==> src/rtl/alu_pkg.sv <==
// Shared opcode encodings, funct meaning and FSM state type for the ALU execution unit.
package alu_pkg;

  localparam logic [2:0] OP_ADDSUB  = 3'b000;
  localparam logic [2:0] OP_ANDNAND = 3'b001;
  localparam logic [2:0] OP_ORNOR   = 3'b010;
  localparam logic [2:0] OP_XORXNOR = 3'b011;
  localparam logic [2:0] OP_NOT     = 3'b100;
  localparam logic [2:0] OP_SHIFT   = 3'b101;
  localparam logic [2:0] OP_ROTATE  = 3'b110;
  localparam logic [2:0] OP_RSVD    = 3'b111;

  // funct=0 selects ADD/AND/OR/XOR and left moves; funct=1 selects the alternate op and right moves.
  localparam logic FUNCT_ALT = 1'b1;

  typedef enum logic [1:0] {
    IDLE  = 2'd0,
    SHIFT = 2'd1,
    DONE  = 2'd2
  } state_t;

  function automatic logic is_shift_op(input logic [2:0] op);
    return (op == OP_SHIFT) || (op == OP_ROTATE);
  endfunction

endpackage

==> src/rtl/alu_datapath.sv <==
// Single-cycle combinational ALU operations; shift/rotate are sequenced by the parent unit.
module alu_datapath
  import alu_pkg::*;
#(
  parameter int DATA_W = 8
) (
  input  logic [DATA_W-1:0] a_i,
  input  logic [DATA_W-1:0] b_i,
  input  logic [2:0]        opcode_i,
  input  logic              funct_i,
  output logic [DATA_W-1:0] result_o,
  output logic              cb_o,
  output logic              err_o
);

  logic [DATA_W:0] sum;
  logic            alt;

  assign alt = (funct_i == FUNCT_ALT);

  always_comb begin
    sum      = '0;
    result_o = '0;
    cb_o     = 1'b0;
    err_o    = 1'b0;
    case (opcode_i)
      OP_ADDSUB: begin
        // The extra top bit is the carry for ADD and the borrow (a<b) for SUB.
        if (alt) sum = {1'b0, a_i} - {1'b0, b_i};
        else     sum = {1'b0, a_i} + {1'b0, b_i};
        result_o = sum[DATA_W-1:0];
        cb_o     = sum[DATA_W];
      end
      OP_ANDNAND: result_o = alt ? ~(a_i & b_i) : (a_i & b_i);
      OP_ORNOR:   result_o = alt ? ~(a_i | b_i) : (a_i | b_i);
      OP_XORXNOR: result_o = alt ? ~(a_i ^ b_i) : (a_i ^ b_i);
      OP_NOT:     result_o = ~a_i;
      OP_RSVD:    err_o    = 1'b1;
      default:    result_o = a_i;
    endcase
  end

endmodule

==> src/rtl/alu_exec_unit.sv <==
// ALU execution unit: valid/ready front end, bit-serial shifter and DONE hold stage.
module alu_exec_unit
  import alu_pkg::*;
#(
  parameter int DATA_W  = 8,
  localparam int INSTR_W = 2 * DATA_W + 4
) (
  input  logic               clk,
  input  logic               reset_n,
  input  logic               in_valid,
  output logic               in_ready,
  input  logic [INSTR_W-1:0] instruction,
  output logic               out_valid,
  input  logic               out_ready,
  output logic [DATA_W-1:0]  result,
  output logic               cb,
  output logic               zero,
  output logic               err,
  output logic               busy,
  output logic [1:0]         dbg_state
);

  // Handshake: a transfer happens on a rising edge where valid and ready are both 1;
  // in_ready is high only in IDLE, and out_valid holds with stable data until out_ready.

  localparam int CNT_W = $clog2(DATA_W);

  state_t              state_q;
  logic [DATA_W-1:0]   result_q;
  logic                cb_q;
  logic                zero_q;
  logic                err_q;
  logic [CNT_W-1:0]    count_q;
  logic                dir_q;
  logic                rot_q;

  logic                funct_w;
  logic [DATA_W-1:0]   a_w;
  logic [DATA_W-1:0]   b_w;
  logic [2:0]          op_w;
  logic [CNT_W-1:0]    k_w;
  logic [DATA_W-1:0]   dp_result;
  logic                dp_cb;
  logic                dp_err;
  logic [DATA_W-1:0]   shift_d;
  logic                shift_cb_d;

  assign funct_w = instruction[INSTR_W-1];
  assign a_w     = instruction[INSTR_W-2:DATA_W+3];
  assign b_w     = instruction[DATA_W+2:3];
  assign op_w    = instruction[2:0];
  assign k_w     = b_w[CNT_W-1:0];

  alu_datapath #(.DATA_W(DATA_W)) u_datapath (
    .a_i      (a_w),
    .b_i      (b_w),
    .opcode_i (op_w),
    .funct_i  (funct_w),
    .result_o (dp_result),
    .cb_o     (dp_cb),
    .err_o    (dp_err)
  );

  // result_q doubles as the shifter working register while in SHIFT.
  always_comb begin
    if (dir_q == FUNCT_ALT) begin
      shift_cb_d = result_q[0];
      shift_d    = {rot_q & result_q[0], result_q[DATA_W-1:1]};
    end else begin
      shift_cb_d = result_q[DATA_W-1];
      shift_d    = {result_q[DATA_W-2:0], rot_q & result_q[DATA_W-1]};
    end
  end

  always_ff @(posedge clk) begin
    if (!reset_n) begin
      state_q  <= IDLE;
      result_q <= '0;
      cb_q     <= 1'b0;
      zero_q   <= 1'b0;
      err_q    <= 1'b0;
      count_q  <= '0;
      dir_q    <= 1'b0;
      rot_q    <= 1'b0;
    end else begin
      case (state_q)
        IDLE: begin
          if (in_valid) begin
            if (is_shift_op(op_w)) begin
              result_q <= a_w;
              cb_q     <= 1'b0;
              err_q    <= 1'b0;
              count_q  <= k_w;
              dir_q    <= funct_w;
              rot_q    <= (op_w == OP_ROTATE);
              if (k_w == '0) begin
                zero_q  <= (a_w == '0);
                state_q <= DONE;
              end else begin
                zero_q  <= 1'b0;
                state_q <= SHIFT;
              end
            end else begin
              result_q <= dp_result;
              cb_q     <= dp_cb;
              err_q    <= dp_err;
              zero_q   <= (dp_result == '0);
              state_q  <= DONE;
            end
          end
        end
        SHIFT: begin
          result_q <= shift_d;
          cb_q     <= shift_cb_d;
          count_q  <= count_q - CNT_W'(1);
          if (count_q == CNT_W'(1)) begin
            zero_q  <= (shift_d == '0);
            state_q <= DONE;
          end
        end
        DONE: begin
          if (out_ready) state_q <= IDLE;
        end
        default: state_q <= IDLE;
      endcase
    end
  end

  assign in_ready  = (state_q == IDLE);
  assign out_valid = (state_q == DONE);
  assign busy      = (state_q != IDLE);
  assign result    = result_q;
  assign cb        = cb_q;
  assign zero      = zero_q;
  assign err       = err_q;
  assign dbg_state = state_q;

endmodule

==> config.mk <==
export PLATFORM = sky130hd
export DESIGN_NAME = alu_exec_unit
export DESIGN_NICKNAME = d
export VERILOG_FILES = /design/src/rtl/alu_pkg.sv /design/src/rtl/alu_datapath.sv /design/src/rtl/alu_exec_unit.sv
export SDC_FILE = /design/constraint.sdc
export NUM_CORES = 1
export LEC_CHECK = 0
export ABC_AREA = 1
export CAP_MARGIN = 40
export CORE_AREA = 2 2 72 74
export CTS_BUF_LIST = sky130_fd_sc_hd__clkbuf_16
export DETAILED_ROUTE_END_ITERATION = 8
export DIE_AREA = 0 0 74 76
export MAX_ROUTING_LAYER = met4
export PLACE_DENSITY = 0.85
export SLEW_MARGIN = 20
export SYNTH_ARGS = -nofsm -noshare
export SYNTH_HDL_FRONTEND = slang
export SYNTH_SLANG_ARGS = --single-unit
==> constraint.sdc <==
create_clock -name clk -period 6.87 [get_ports clk]
set_input_delay 1.374 -clock clk [delete_from_list [all_inputs] [get_ports clk]]
set_output_delay 1.374 -clock clk [all_outputs]
set_load 0.01 [all_outputs]
Word level (Yosys, flattened, before mapping)
Cells that the tools add are included.

word-level totals
  register bits after elaboration = 18
  input port bits = 24
  output and inout port bits = 16
  word-level logic and storage cells = 79

operators by class
  add/subtract/negate cells = 3
  equal/unequal tests = 14
  muxes and demuxes = 30
  bitwise operators = 9
  reduce and logical (&&, ||, !) cells = 15

operator list
  kind                                                   number
  2-to-1 mux 8 bit                                       6
  case mux 8 bit (6 select lines)                        1
  NOT 8 bit                                              4
  zero test 8 bit                                        3
  case mux 8 bit (2 select lines)                        1
  equality test 3 bit, second input constant             4
  AND reduction 3 bit                                    4
  2-to-1 mux 1 bit                                       10
  2-to-1 mux 2 bit                                       5
  adder 8 x 8 -> 9 bit                                   1
  2-to-1 mux 9 bit                                       1
  subtractor 8 x 8 -> 9 bit                              1
  AND 8 bit                                              1
  OR 8 bit                                               1
  bitwise XOR 8 bit                                      1
  equality test 3 x 1 -> 1 bit, second input constant    2
  equality test 3 x 2 -> 1 bit, second input constant    2
  zero test 3 bit                                        2
  2-to-1 mux 3 bit                                       2
  case mux 2 bit (3 select lines)                        1
  case mux 3 bit (2 select lines)                        1
  inequality test 2 x 1 -> 1 bit, second input constant  2
  inequality test 2 bit, second input constant           2
  case mux 1 bit (2 select lines)                        2
  8 further kinds                                        11

Depth between registers and ports, before layout
Gate-level depths: netlist (run 1).

  depth in word-level cells = 8
  mapped depth = 20
  mapped depth without buffers = 20

By module
Synthesis (run 1) repeated with hierarchy kept, for this count alone.

unflattened totals
  cell total of the unflattened synthesis = 464
  area total of the unflattened synthesis = 2711.4 um^2

modules (own cells, without submodules)
  module         times used  cells an instance  area an instance (um^2)  sequential area each (um^2)
  alu_datapath   1           260                1514.0                   0.0
  alu_exec_unit  1           204                1197.4                   360.3

Worst setup path before layout (run 1)
No wires, ideal clock.

  path kind = input to register
  start point = input port instruction[19]
  end point = register cb_q (netlist: cb)
  library setup time = 0.070 ns
  arrival time = 3.256 ns
  required time = 6.800 ns
  setup slack = 3.544 ns
  stages = 15
  path buffers = 2
  cells stage by stage = buf_4 > buf_4 > nor2_1 > xor2_1 > ha_1 > or2_2 > nand3_1 > nand2_1 > nand2_1 > nand2_1 > a21oi_1 > nor2_1 > o21ai_0 > nand2_1 > a21oi_1

on the way
  longest elaborated chain between the ends = 5

ends and longest elaborated chain
  item                             RTL line              source
  start, declared                  alu_exec_unit.sv:12   input logic [INSTR_W-1:0] instruction,
  2-to-1 mux 9 bit                 alu_datapath.sv:29    if (alt) sum = {1'b0, a_i} - {1'b0, b_i};
  2-to-1 mux 1 bit                 alu_datapath.sv:26    case (opcode_i)
  2-to-1 mux 1 bit                 alu_exec_unit.sv:89   if (is_shift_op(op_w)) begin
  2-to-1 mux 1 bit                 alu_exec_unit.sv:88   if (in_valid) begin
  case mux 1 bit (2 select lines)  alu_exec_unit.sv:86   case (state_q)
  end signal, assigned             alu_exec_unit.sv:105  cb_q <= dp_cb;
  end signal, assigned             alu_exec_unit.sv:114  cb_q <= shift_cb_d;
  end, declared                    alu_exec_unit.sv:30   logic cb_q;

Every way passes these cells. The select of a mux whose other input is x is not followed.
A chain may end at the register's enable or synchronous reset.

Worst setup path after layout (run 1)
  start point = input port instruction[3]
  end point = register zero_q (netlist: zero)

on the way
  longest elaborated chain between the ends = 8
  elaborated cells between the ends (all ways) = 19
  classes of those cells = add/sub: 2; mux: 9; bitwise: 6; reduce/logical: 2

ends and longest elaborated chain
  item                                                          RTL line              source
  branches (longest 5 deep; another with adder 8 x 8 -> 9 bit)  n/a
  2-to-1 mux 1 bit (*)                                          alu_exec_unit.sv:89
  2-to-1 mux 1 bit (*)                                          alu_exec_unit.sv:88
  case mux 1 bit (2 select lines) (*)                           alu_exec_unit.sv:86
  end signal, assigned                                          alu_exec_unit.sv:97   zero_q <= (a_w == '0);
  end signal, assigned                                          alu_exec_unit.sv:107  zero_q <= (dp_result == '0);
  end signal, assigned                                          alu_exec_unit.sv:117  zero_q <= (shift_d == '0);
  end, declared                                                 alu_exec_unit.sv:31   logic zero_q;

Mark *: on every way between the ends. The select of a mux whose other input is x is not followed.

==> load_flow_metrics.sql, run 1 <==
INSERT INTO impl_metrics (metric_group, metric, value, unit) VALUES
('run_status', 'result_of_the_run', 'finished clean', ''),
('synth', 'synthDominantCellAreaShare', '19.28', '%'),
('critical_path', 'arrival_time_of_the_worst_setup_path', '4.29', 'ns'),
('route', 'vias_per_cell', '5.470', ''),
('synth', 'count_leader_synth', 'nand2_1', ''),
('synth', 'postSynth.topFlopCell', 'dfxtp_1', ''),
('sta', 'rsz_0062_raised_after_global_routing', 'no', ''),
('synth', 'synth_cells', '440', ''),
('global_route', 'grt_start_max_net_pins', '32', ''),
('placed_design', 'port_buffers', '39', ''),
('clock_tree', 'numCtsBuffers', '3', ''),
('power_and_ir_drop', 'report.power.total', '459.4', 'µW'),
('route', 'drc', '0', ''),
('sta', 'fin_worst_skew', '0.0007429', 'ns'),
('route', 'first_iter_violations', '337', ''),
('synth', 'synth_top_cells_by_count', 'nand2_1, inv_1, nor2_1', ''),
('critical_path', 'crit_path_cell_trace', 'clkdlybuf4s50_1 -> inv_1 -> ha_1 -> ha_1 -> o21ai_0 -> ha_1 -> nand2_1 -> nand2_1 -> inv_1 -> nand2_1 -> nand2_1 -> nand3_1 -> nand2_1 -> nor2_1 -> nand2_1 -> nor2_1 -> nand3_1 -> nand2_1 -> nand2_1 -> a21oi_2', ''),
('min_path', 'timing.hold.worst.class', 'flop to flop', ''),
('power_and_ir_drop', 'p_per_area', '150.7', 'nW/µm²'),
('synth', 'synth_area_leaders', 'nand2_1, dfxtp_1, ha_1', ''),
('critical_path', 'cp_slowest_stage_delay', '0.60', 'ns'),
('floorplanning', 'pin_count', '40', ''),
('global_route', 'gr-usage-all-layers', '28.90', '%'),
('sta', 'slew-limit-headroom', '61.66', '%'),
('route', 'wl', '7490', 'µm'),
('placed_design', 'gpl.final_weighted_congestion', '1.012', ''),
('floorplanning', 'area_enclosed_by_the_die_boundary', '5624', 'µm²'),
('synth', 'synth_largest_area_cell', 'nand2_1', ''),
('power_and_ir_drop', 'power_report.internal_total', '279.0', 'µW'),
('placed_design', 'dpl-instance-area', '2970', 'µm²'),
('clock_tree', 'maximum_level_of_the_cts_h_tree', '1', ''),
('power_and_ir_drop', 'power.share.switching', '39.27', '%'),
('critical_path', 'start_kind', 'input pin', ''),
('clock_tree', 'clkTransAtPathRegs', '0.05', 'ns'),
('clock_tree', 'clk_path_buf_depth', '2', ''),
('floorplanning', 'core_area', '4912', 'µm²'),
('global_route', 'grt_first_pass_wirelength', '12590', 'µm'),
('clock_tree', 'tritoncts_num_sinks', '18', ''),
('critical_path', 'critPathMostFrequentCell', 'nand2_1', ''),
('clock_tree', 'clkLatencyLatePin', '0.25', 'ns'),
('synth', 'postSynthRegisterBits', '18', ''),
('synth', 'synth-async-reset-ratio', '0', '%'),
('floorplanning', 'die_w', '74', 'µm'),
('critical_path', 'largest_fanout_on_the_critical_path', '5', ''),
('global_route', 'antenna_violations_before_repair', '0', ''),
('synth', 'synth.lib_cells_used.distinct', '35', ''),
('synth', 'synth_seq_area_share', '14.13', '%'),
('route', 'total_via_count_after_detailed_routing', '2970', ''),
('critical_path', 'critical_path_class', 'input pin to flop', ''),
('sta', 'report.final.hold_viol_count', '0', ''),
('placed_design', 'dpl.hpwl', '6012', 'µm'),
('critical_path', 'regToRegSetupSlack', '4.95', 'ns'),
('cells_and_area', 'fillCellCount', '478', ''),
('route', 'wire_per_inst', '13.79', 'µm'),
('sta', 'max_freq', '0.2436', 'GHz'),
('sta', 'final_max_slew_viol_count', '0', ''),
('floorplanning', 'initial_core_utilization', '51.91', '%'),
('synth', 'synth_edf_count', '0', ''),
('cells_and_area', 'finish.utilization', '62.07', '%'),
('cells_and_area', 'final_std_cell_area_no_fill', '3049', 'µm²'),
('floorplanning', 'num_rows', '26', ''),
('run', 'max-cap-violations', '0', ''),
('cells_and_area', 'nNetsFinal', '527', ''),
('critical_path', 'cp_slowest_cell', 'clkdlybuf4s50_1', ''),
('critical_path', 'critical_path.startpoint', 'instruction[3]', ''),
('critical_path', 'r2r-start', 'dbg_state[0]', ''),
('floorplanning', 'die-height', '76', 'µm'),
('sta', 'setup_violations', '0', ''),
('clock_tree', 'clockRootBuffer', 'clkbuf_16', ''),
('sta', 'fin_crit', '4.105', 'ns'),
('power_and_ir_drop', 'power_frac_seq', '27.0', '%');
==> registers in the layout, summed over array words and instances (netlist names) <==
register	flops
cb	1
count_q	3
dbg_state	2
dir_q	1
err	1
result	8
rot_q	1
zero	1
==> routing by layer <==
layer	share of wire, %	routed length (µm)	global-route usage (%)	up-vias
li1	-	-	-	1464
met1	41	3074	36.12	1321
met2	45	3404	44.20	151
met3	9.0	675	6.878	34
met4	4.5	336	11.82	0
met5	0	0	-	-
==> cells in the final DEF (no fill, tap or decap), types with 3 or more instances in the layout <==
cell type,count
inv_1,67
xnor2_1,4
clkdlybuf4s50_1,39
dfxtp_1,18
nand4_1,5
inv_2,8
a21oi_1,20
xor2_1,12
nor3_1,4
nor2_4,4
clkbuf_16,3
nor2_1,42
nand3_1,31
a211oi_1,3
o21ai_0,23
nand2_1,131
ha_1,28
a31oi_1,6
o22ai_1,5
==> per-stage QoR <==
step                cells  setup slack (ns)
floorplan             440             3.544
global placement      539             2.509
detailed placement    539             2.571
CTS                   543             2.803
global route          543             2.543
finish                543             2.765
==> worst paths after layout <==
path / cells after the start / end
hold / removal: 2 / err
setup reg to reg: 8 / zero
setup / recovery: 20 / zero
hold reg to reg: 2 / err
==> cells by family (layout without fill, tap and decap cells) <==
kind of cell               after synthesis  count (layout)  synth area share, %
AOI/OAI and AO/OA                       64              64                14.28
xor gates and xnor gates                16              16                5.495
adders and majority gates               29              29                14.52
buffers and inverters                   86             119                13.59
DFF                                     18              18                14.13
and+or+nand+nor                        227             227                37.98
==> worst max-delay path: cells and delay by family <==
| family | cells | cell delay (ns) |
|---|---|---|
| AO/OA/AOI/OAI | 2 | 0.19 |
| adder cells (fa/ha/maj) | 3 | 0.94 |
| buffers and inverters | 3 | 0.76 |
| AND/OR/NAND/NOR | 12 | 1.00 |
==> power by group through the flow <==
stage                     Sequential, mW  Clock, mW  Combinational [mW]
after floorplan                    0.127          0               0.140
after global placement             0.126          0               0.209
after detailed placement           0.126          0               0.213
after CTS                          0.124      0.119               0.214
after global routing               0.125      0.127               0.244
final                              0.124      0.118               0.217
==> final cells by class <==
cell class / instances / area [µm²] / share of cell area (%)
repair buffers: 40 / 397.9 / 13.05
clock buffers: 3 / 75.07 / 2.462
inverters: 75 / 281.5 / 9.233
multi-input cells: 336 / 1843 / 60.44
clock inverters: 1 / 3.754 / 0.1231
well taps: 70 / 87.58 / 2.872
flip-flops and latches: 18 / 360.3 / 11.82
No activity file was read; power rests on OpenSTA's default activity.
==> run 2, diff against run 1 <==
==> constraint.sdc (replaced) <==
create_clock -name clk -period 3.8 [get_ports clk]
set_input_delay 0.76 -clock clk [delete_from_list [all_inputs] [get_ports clk]]
set_output_delay 0.76 -clock clk [all_outputs]
set_load 0.01 [all_outputs]
==> run 2 against run 1 <==
  * Flip-flop and latch count did not move
  * First-iteration DRC count fell by 25%
  * Routed wire length rose by 1.1%
  * Largest cell class unchanged
  * Via count grew 0.81%
==> load_flow_metrics.sql, run 2 (synthesized netlist as in run 1, its figures left out) <==
INSERT INTO impl_metrics (metric_group, metric, value, unit) VALUES
('min_path', 'min-delay-start', 'err', ''),
('critical_path', 'critical_path_class', 'input pin to flop', ''),
('clock_tree', 'clkLatencyLatePin', '0.25', 'ns'),
('sta', 'setup-tns-final', '0', 'ns'),
('route', 'routedLengthMet1', '3268', 'µm'),
('floorplanning', 'pin_count', '40', ''),
('critical_path', 'worst_r2r_endpoint', 'zero', ''),
('critical_path', 'critical_path.startpoint', 'instruction[3]', ''),
('clock_tree', 'tritoncts', 'done', ''),
('floorplanning', 'area_enclosed_by_the_die_boundary', '5624', 'µm²'),
('clock_tree', 'cts_hold_buffers', '0', ''),
('route', 'met3WireLength', '534', 'µm'),
('cells_and_area', 'area_delta_synth_final', '20.90', '%'),
('clock_tree', 'cts.repair_timing.setup_buffer_count', '0', ''),
('sta', 'timing_worst_slew_pin_value', '0.5778', 'ns'),
('route', 'total_via_count_after_detailed_routing', '2994', ''),
('critical_path', 'r2r-start', 'dbg_state[0]', ''),
('critical_path', 'crit_end', 'zero', ''),
('sta', 'report.final.hold_viol_count', '0', ''),
('power_and_ir_drop', 'report.power.total', '838.7', 'µW'),
('sta', 'setup_violations', '0', ''),
('placed_design', 'port_buffers', '39', ''),
('run', 'max-cap-violations', '0', ''),
('clock_tree', 'clockRootBuffer', 'clkbuf_16', ''),
('floorplanning', 'die_w', '74', 'µm'),
('global_route', 'grt_start_max_net_pins', '17', ''),
('critical_path', 'regToRegSetupSlack', '1.84', 'ns'),
('cells_and_area', 'most-common-layout-cells', 'nand2_1, inv_1, nor2_1', ''),
('cells_and_area', 'layout.cells.most_common', 'nand2_1', ''),
('critical_path', 'start_kind', 'input pin', ''),
('floorplanning', 'core_area', '4912', 'µm²'),
('route', 'first_pass_iters', '7', ''),
('floorplanning', 'initial_core_utilization', '51.91', '%'),
('power_and_ir_drop', 'switchingPower', '331.0', 'µW'),
('route', 'wire_per_inst', '13.84', 'µm'),
('route', 'wl', '7571', 'µm'),
('cells_and_area', 'largest_register_ff_count', '8', ''),
('power_and_ir_drop', 'power_report.internal_total', '507.7', 'µW'),
('placed_design', 'dpl.hpwl', '6083', 'µm'),
('power_and_ir_drop', 'p_clk_share', '25.7', '%'),
('power_and_ir_drop', 'combPwrFrac', '47.6', '%'),
('global_route', 'antenna_violations_before_repair', '0', ''),
('sta', 'rsz_0062_raised_after_global_routing', 'no', ''),
('critical_path', 'critical_path.endpoint_type', 'flop', ''),
('placed_design', 'gpl.final_weighted_congestion', '1.030', ''),
('route', 'routed.top_layer', 'met4', ''),
('route', 'vias_per_cell', '5.473', ''),
('power_and_ir_drop', 'p_per_area', '272.0', 'nW/µm²'),
('critical_path', 'arrival_time_of_the_worst_setup_path', '3.76', 'ns'),
('sta', 'finalCritPeriodShare', '93.96', '%'),
('power_and_ir_drop', 'power.share.switching', '39.46', '%'),
('cells_and_area', 'post_route_cells_drive_above_1_share', '6.289', '%'),
('clock_tree', 'numCtsBuffers', '3', ''),
('clock_tree', 'clk_path_buf_depth', '2', ''),
('cells_and_area', 'seq_area', '360.3', 'µm²'),
('cells_and_area', 'fillCellCount', '475', ''),
('placed_design', 'dp_cells', '543', ''),
('global_route', 'grt_pass1_vias', '2714', ''),
('sta', 'final_max_slew_viol_count', '0', ''),
('power_and_ir_drop', 'total_leakage_power', '1.539', 'nW'),
('clock_tree', 'maximum_level_of_the_cts_h_tree', '1', ''),
('cells_and_area', 'nNetsFinal', '531', ''),
('sta', 'slew-limit-headroom', '61.44', '%'),
('sta', 'max_freq', '0.2801', 'GHz'),
('min_path', 'timing.hold.worst.class', 'flop to flop', ''),
('clock_tree', 'cts-resized-gates', '0', ''),
('route', 'first_iter_violations', '253', ''),
('clock_tree', 'tritoncts_num_sinks', '18', ''),
('global_route', 'gr-usage-all-layers', '28.77', '%'),
('power_and_ir_drop', 'power_frac_seq', '26.7', '%'),
('global_route', 'grt_first_pass_wirelength', '12590', 'µm'),
('sta', 'fin_worst_skew', '0.001777', 'ns'),
('cells_and_area', 'multiInputGateArea', '1847', 'µm²'),
('cells_and_area', 'diodes', '0', ''),
('power_and_ir_drop', 'power.ir.vdd_worst', '162.4', 'µV'),
('critical_path', 'worst_ep_required_time', '3.99', 'ns'),
('cells_and_area', 'fin_cells', '547', ''),
('floorplanning', 'num_rows', '26', ''),
('route', 'dr_wl_met2', '3495', 'µm'),
('global_route', 'grt_overflow', '0', ''),
('critical_path', 'largest_fanout_on_the_critical_path', '5', ''),
('critical_path', 'reg2reg_depth', '8', ''),
('floorplanning', 'die-height', '76', 'µm'),
('clock_tree', 'clkTransAtPathRegs', '0.06', 'ns'),
('sta', 'fin_crit', '3.570', 'ns'),
('run_status', 'result_of_the_run', 'finished clean', ''),
('route', 'antenna_violation_net_count_after_detailed_routing', '0', ''),
('route', 'drc', '0', '');
## run 2: cell types whose count changed in the layout (fill, tap and decap cells not counted), sizes merged
cell,before,now
buf,1,5
## run 2: power groups by stage
stage	Sequential, mW	Clock [mW]	Combinational, mW
after floorplan	0.230	0	0.253
after global placement	0.227	0	0.381
after detailed placement	0.228	0	0.389
after CTS	0.224	0.217	0.392
after global routing	0.227	0.226	0.446
final	0.224	0.216	0.399
## run 2: area by class of cell
cell class | instances | share of cell area, %
tap | 70 | 2.841
clock buffer | 3 | 2.435
inverter | 75 | 9.131
multi-input combinational | 336 | 59.90
timing repair buffer | 44 | 13.88
sequential | 18 | 11.69
clock inverter | 1 | 0.1218
## run 2: how the worst min path moves through the flow
stage / end / slack [ns] / cells past startpoint
global placement: err / 0.45 / 2
finish: err / 0.46 / 2
floorplan: count_q[2] / 0.46 / 2
CTS: err / 0.47 / 2
detailed placement: err / 0.46 / 2
global route: err / 0.48 / 2
## run 2: worst max-delay path, cell delays in order
cell,delay [ns]
clkdlybuf4s50_1,0.60
inv_1,0.11
ha_1,0.26
ha_1,0.28
o21ai_0,0.08
ha_1,0.40
nand2_1,0.07
nand2_1,0.09
inv_1,0.06
nand2_1,0.10
nand2_1,0.06
nand3_1,0.09
nand2_1,0.06
nor2_1,0.21
nand2_1,0.08
nor2_1,0.12
nand3_1,0.07
nand2_1,0.07
nand2_1,0.07
a21oi_2,0.11
## run 2: layer usage
layer	up-vias	GRT usage, %
met5	-	-
li1	1474	-
met1	1355	37.15
met3	25	3.836
met2	140	45.54
met4	0	10.18
## run 2: metrics by stage
step / utilization [%] / hold WS [ns] / area [µm²] / setup slack [ns]
4_1_cts: 62.68 / 0.4677 / 3079 / 0.1709
3_5_place_dp: 61.08 / 0.4590 / 3000 / -0.06087
6_report: 62.76 / 0.4647 / 3083 / 0.2296
3_3_place_gp: 61.08 / 0.4519 / 3000 / 0.01737
5_1_grt: 62.76 / 0.4783 / 3083 / 0.03047
2_1_floorplan: - / 0.4639 / 2550 / 1.088
==> run 3, diff against run 2 <==
==> constraint.sdc (replaced) <==
create_clock -name clk -period 4.02 [get_ports clk]
set_input_delay 0.804 -clock clk [delete_from_list [all_inputs] [get_ports clk]]
set_output_delay 0.804 -clock clk [all_outputs]
set_load 0.01 [all_outputs]
==> run 3 against run 2 <==
  * Flip-flop and latch count is the same
  * Global-route usage shrank 0.070 points
  * First-iteration DRC count grew 15%
  * Register-to-register slack gained 0.19 ns
  * Final cell count shrank 0.18%
  * Final area shrank 0.37%
  * Clock power shrank 4%
==> load_flow_metrics.sql, run 3 (synthesized netlist as in run 1, its figures left out) <==
INSERT INTO impl_metrics (metric_group, metric, value, unit) VALUES
('power_and_ir_drop', 'p_per_area', '258.8', 'nW/µm²'),
('route', 'first_pass_iters', '7', ''),
('critical_path', 'critical_path_buf_inv_count', '1', ''),
('critical_path', 'critical_path_class', 'input pin to flop', ''),
('critical_path', 'critical_path.endpoint_type', 'flop', ''),
('global_route', 'grt_first_pass_wirelength', '12510', 'µm'),
('global_route', 'grt_start_max_net_pins', '17', ''),
('global_route', 'global_route.usage.met2', '44.55', '%'),
('run', 'max-cap-violations', '0', ''),
('floorplanning', 'core_area', '4912', 'µm²'),
('clock_tree', 'cts.repair_timing.setup_buffer_count', '0', ''),
('clock_tree', 'tritoncts_num_sinks', '18', ''),
('cells_and_area', 'diodes', '0', ''),
('run_status', 'result_of_the_run', 'finished clean', ''),
('placed_design', 'gpl.final_weighted_congestion', '0.9758', ''),
('floorplanning', 'num_rows', '26', ''),
('cells_and_area', 'largest_register_ff_count', '8', ''),
('global_route', 'use_met3', '3.571', '%'),
('power_and_ir_drop', 'report.power.total', '795.0', 'µW'),
('global_route', 'grt_overflow', '0', ''),
('cells_and_area', 'most-common-layout-cells', 'nand2_1, inv_1, nor2_1', ''),
('clock_tree', 'cts-resized-gates', '0', ''),
('cells_and_area', 'finish.utilization', '62.53', '%'),
('clock_tree', 'clockRootBuffer', 'clkbuf_16', ''),
('clock_tree', 'clkLatencyLatePin', '0.26', 'ns'),
('clock_tree', 'numCtsBuffers', '3', ''),
('sta', 'final_max_slew_viol_count', '0', ''),
('sta', 'fin_crit', '3.509', 'ns'),
('critical_path', 'crit_path_cell_trace', 'clkdlybuf4s50_1 -> nor3_1 -> nor2_1 -> xor2_1 -> ha_1 -> or2_2 -> nand2_1 -> nand2_1 -> nand3_1 -> nand2_1 -> nor2_1 -> nand2_1 -> nor2_1 -> nand3_1 -> nand2_1 -> nand2_1 -> a21oi_2', ''),
('sta', 'max_freq', '0.2850', 'GHz'),
('clock_tree', 'clk_path_buf_depth', '2', ''),
('cells_and_area', 'area_delta_synth_final', '20.46', '%'),
('route', 'drc', '0', ''),
('sta', 'setup-tns-final', '0', 'ns'),
('sta', 'report.final.hold_viol_count', '0', ''),
('clock_tree', 'tritoncts', 'done', ''),
('cells_and_area', 'post_route_cells_drive_above_1_share', '5.882', '%'),
('power_and_ir_drop', 'power.ir.vdd_worst', '137.2', 'µV'),
('global_route', 'grt_pass1_vias', '2691', ''),
('sta', 'setup_violations', '0', ''),
('clock_tree', 'clkTransAtPathRegs', '0.06', 'ns'),
('sta', 'fin_worst_skew', '0.005037', 'ns'),
('route', 'wire_per_inst', '13.89', 'µm'),
('floorplanning', 'pin_count', '40', ''),
('sta', 'layout_setup_ws', '0.5107', 'ns'),
('floorplanning', 'die-height', '76', 'µm'),
('cells_and_area', 'layout.cells.most_common', 'nand2_1', ''),
('critical_path', 'arrival_time_of_the_worst_setup_path', '3.70', 'ns'),
('placed_design', 'dpl-instance-area', '2993', 'µm²'),
('floorplanning', 'initial_core_utilization', '51.91', '%'),
('sta', 'hold-worst-slack', '0.4647', 'ns'),
('route', 'vias_per_cell', '5.385', ''),
('min_path', 'timing.hold.worst.class', 'flop to flop', ''),
('cells_and_area', 'fillCellCount', '466', ''),
('global_route', 'top_usage_layer_grt', 'met2', ''),
('sta', 'timing_worst_slew_pin_value', '0.5872', 'ns'),
('route', 'wl', '7586', 'µm'),
('route', 'antenna_violation_net_count_after_detailed_routing', '0', ''),
('route', 'first_iter_violations', '292', ''),
('sta', 'finalCritPeriodShare', '87.30', '%'),
('route', 'total_via_count_after_detailed_routing', '2940', ''),
('placed_design', 'port_buffers', '39', ''),
('placed_design', 'pre_cts_ws', '0.3181', 'ns'),
('global_route', 'gr-usage-met1', '37.66', '%'),
('critical_path', 'critPathMostFrequentCell', 'nand2_1', ''),
('sta', 'rsz_0062_raised_after_global_routing', 'no', ''),
('global_route', 'antenna_violations_before_repair', '0', ''),
('cells_and_area', 'final_std_cell_area_no_fill', '3072', 'µm²'),
('floorplanning', 'area_enclosed_by_the_die_boundary', '5624', 'µm²'),
('critical_path', 'critical-path-top-delay-family', 'simple AND/OR/NAND/NOR gates', ''),
('critical_path', 'start_kind', 'input pin', ''),
('cells_and_area', 'fin_cells', '546', ''),
('sta', 'slew-limit-headroom', '60.81', '%'),
('clock_tree', 'maximum_level_of_the_cts_h_tree', '1', ''),
('critical_path', 'cp_slowest_cell', 'clkdlybuf4s50_1', ''),
('clock_tree', 'cts_hold_buffers', '0', ''),
('critical_path', 'cp_slowest_stage_delay', '0.51', 'ns'),
('power_and_ir_drop', 'total_leakage_power', '1.532', 'nW'),
('placed_design', 'dp_cells', '542', ''),
('floorplanning', 'die_w', '74', 'µm'),
('critical_path', 'largest_fanout_on_the_critical_path', '5', ''),
('cells_and_area', 'nNetsFinal', '530', ''),
('critical_path', 'worst_ep_required_time', '4.21', 'ns'),
('placed_design', 'dpl.hpwl', '6025', 'µm'),
('global_route', 'gr-usage-all-layers', '28.70', '%');
run 3: cell count changes in the layout (fill, tap and decap cells not counted), sizes merged:
cell / change
buf: -1
run 3: area by class of cell:
class | instances | area (µm²) | share of cell area, %
clock buffer | 3 | 75.07 | 2.444
clock inverter | 1 | 3.754 | 0.1222
inverter | 75 | 281.5 | 9.165
multi-input combinational | 336 | 1843 | 60.00
sequential | 18 | 360.3 | 11.73
tap | 70 | 87.58 | 2.851
timing repair buffer | 43 | 420.4 | 13.69
run 3: final timing paths:
path	endpoint	depth (start not counted)	slack (ns)	start
max	zero	17	0.51	instruction[4]
min	err	2	0.46	err
max reg2reg	zero	8	2.03	dbg_state[0]
min reg2reg	err	2	0.46	err
run 3: worst min-delay path, cell delays in order (launching register included):
cell and delay (ns):
dfxtp_1 0.31, nand2_1 0.06, a21oi_1 0.05
run 3: power breakdown:
| part | switching [mW] | internal, mW |
|---|---|---|
| sequential | 0.0166 | 0.196 |
| combinational | 0.224 | 0.151 |
| clock | 0.0751 | 0.133 |
run 3: layer usage:
layer  share of wire, %  vias to the layer above  wire (µm)
met4                3.9                        0        295
met3                6.7                       34        508
met1                 43                     1302       3248
met5                  0                        -          0
met2                 47                      136       3533
li1                   -                     1468          -
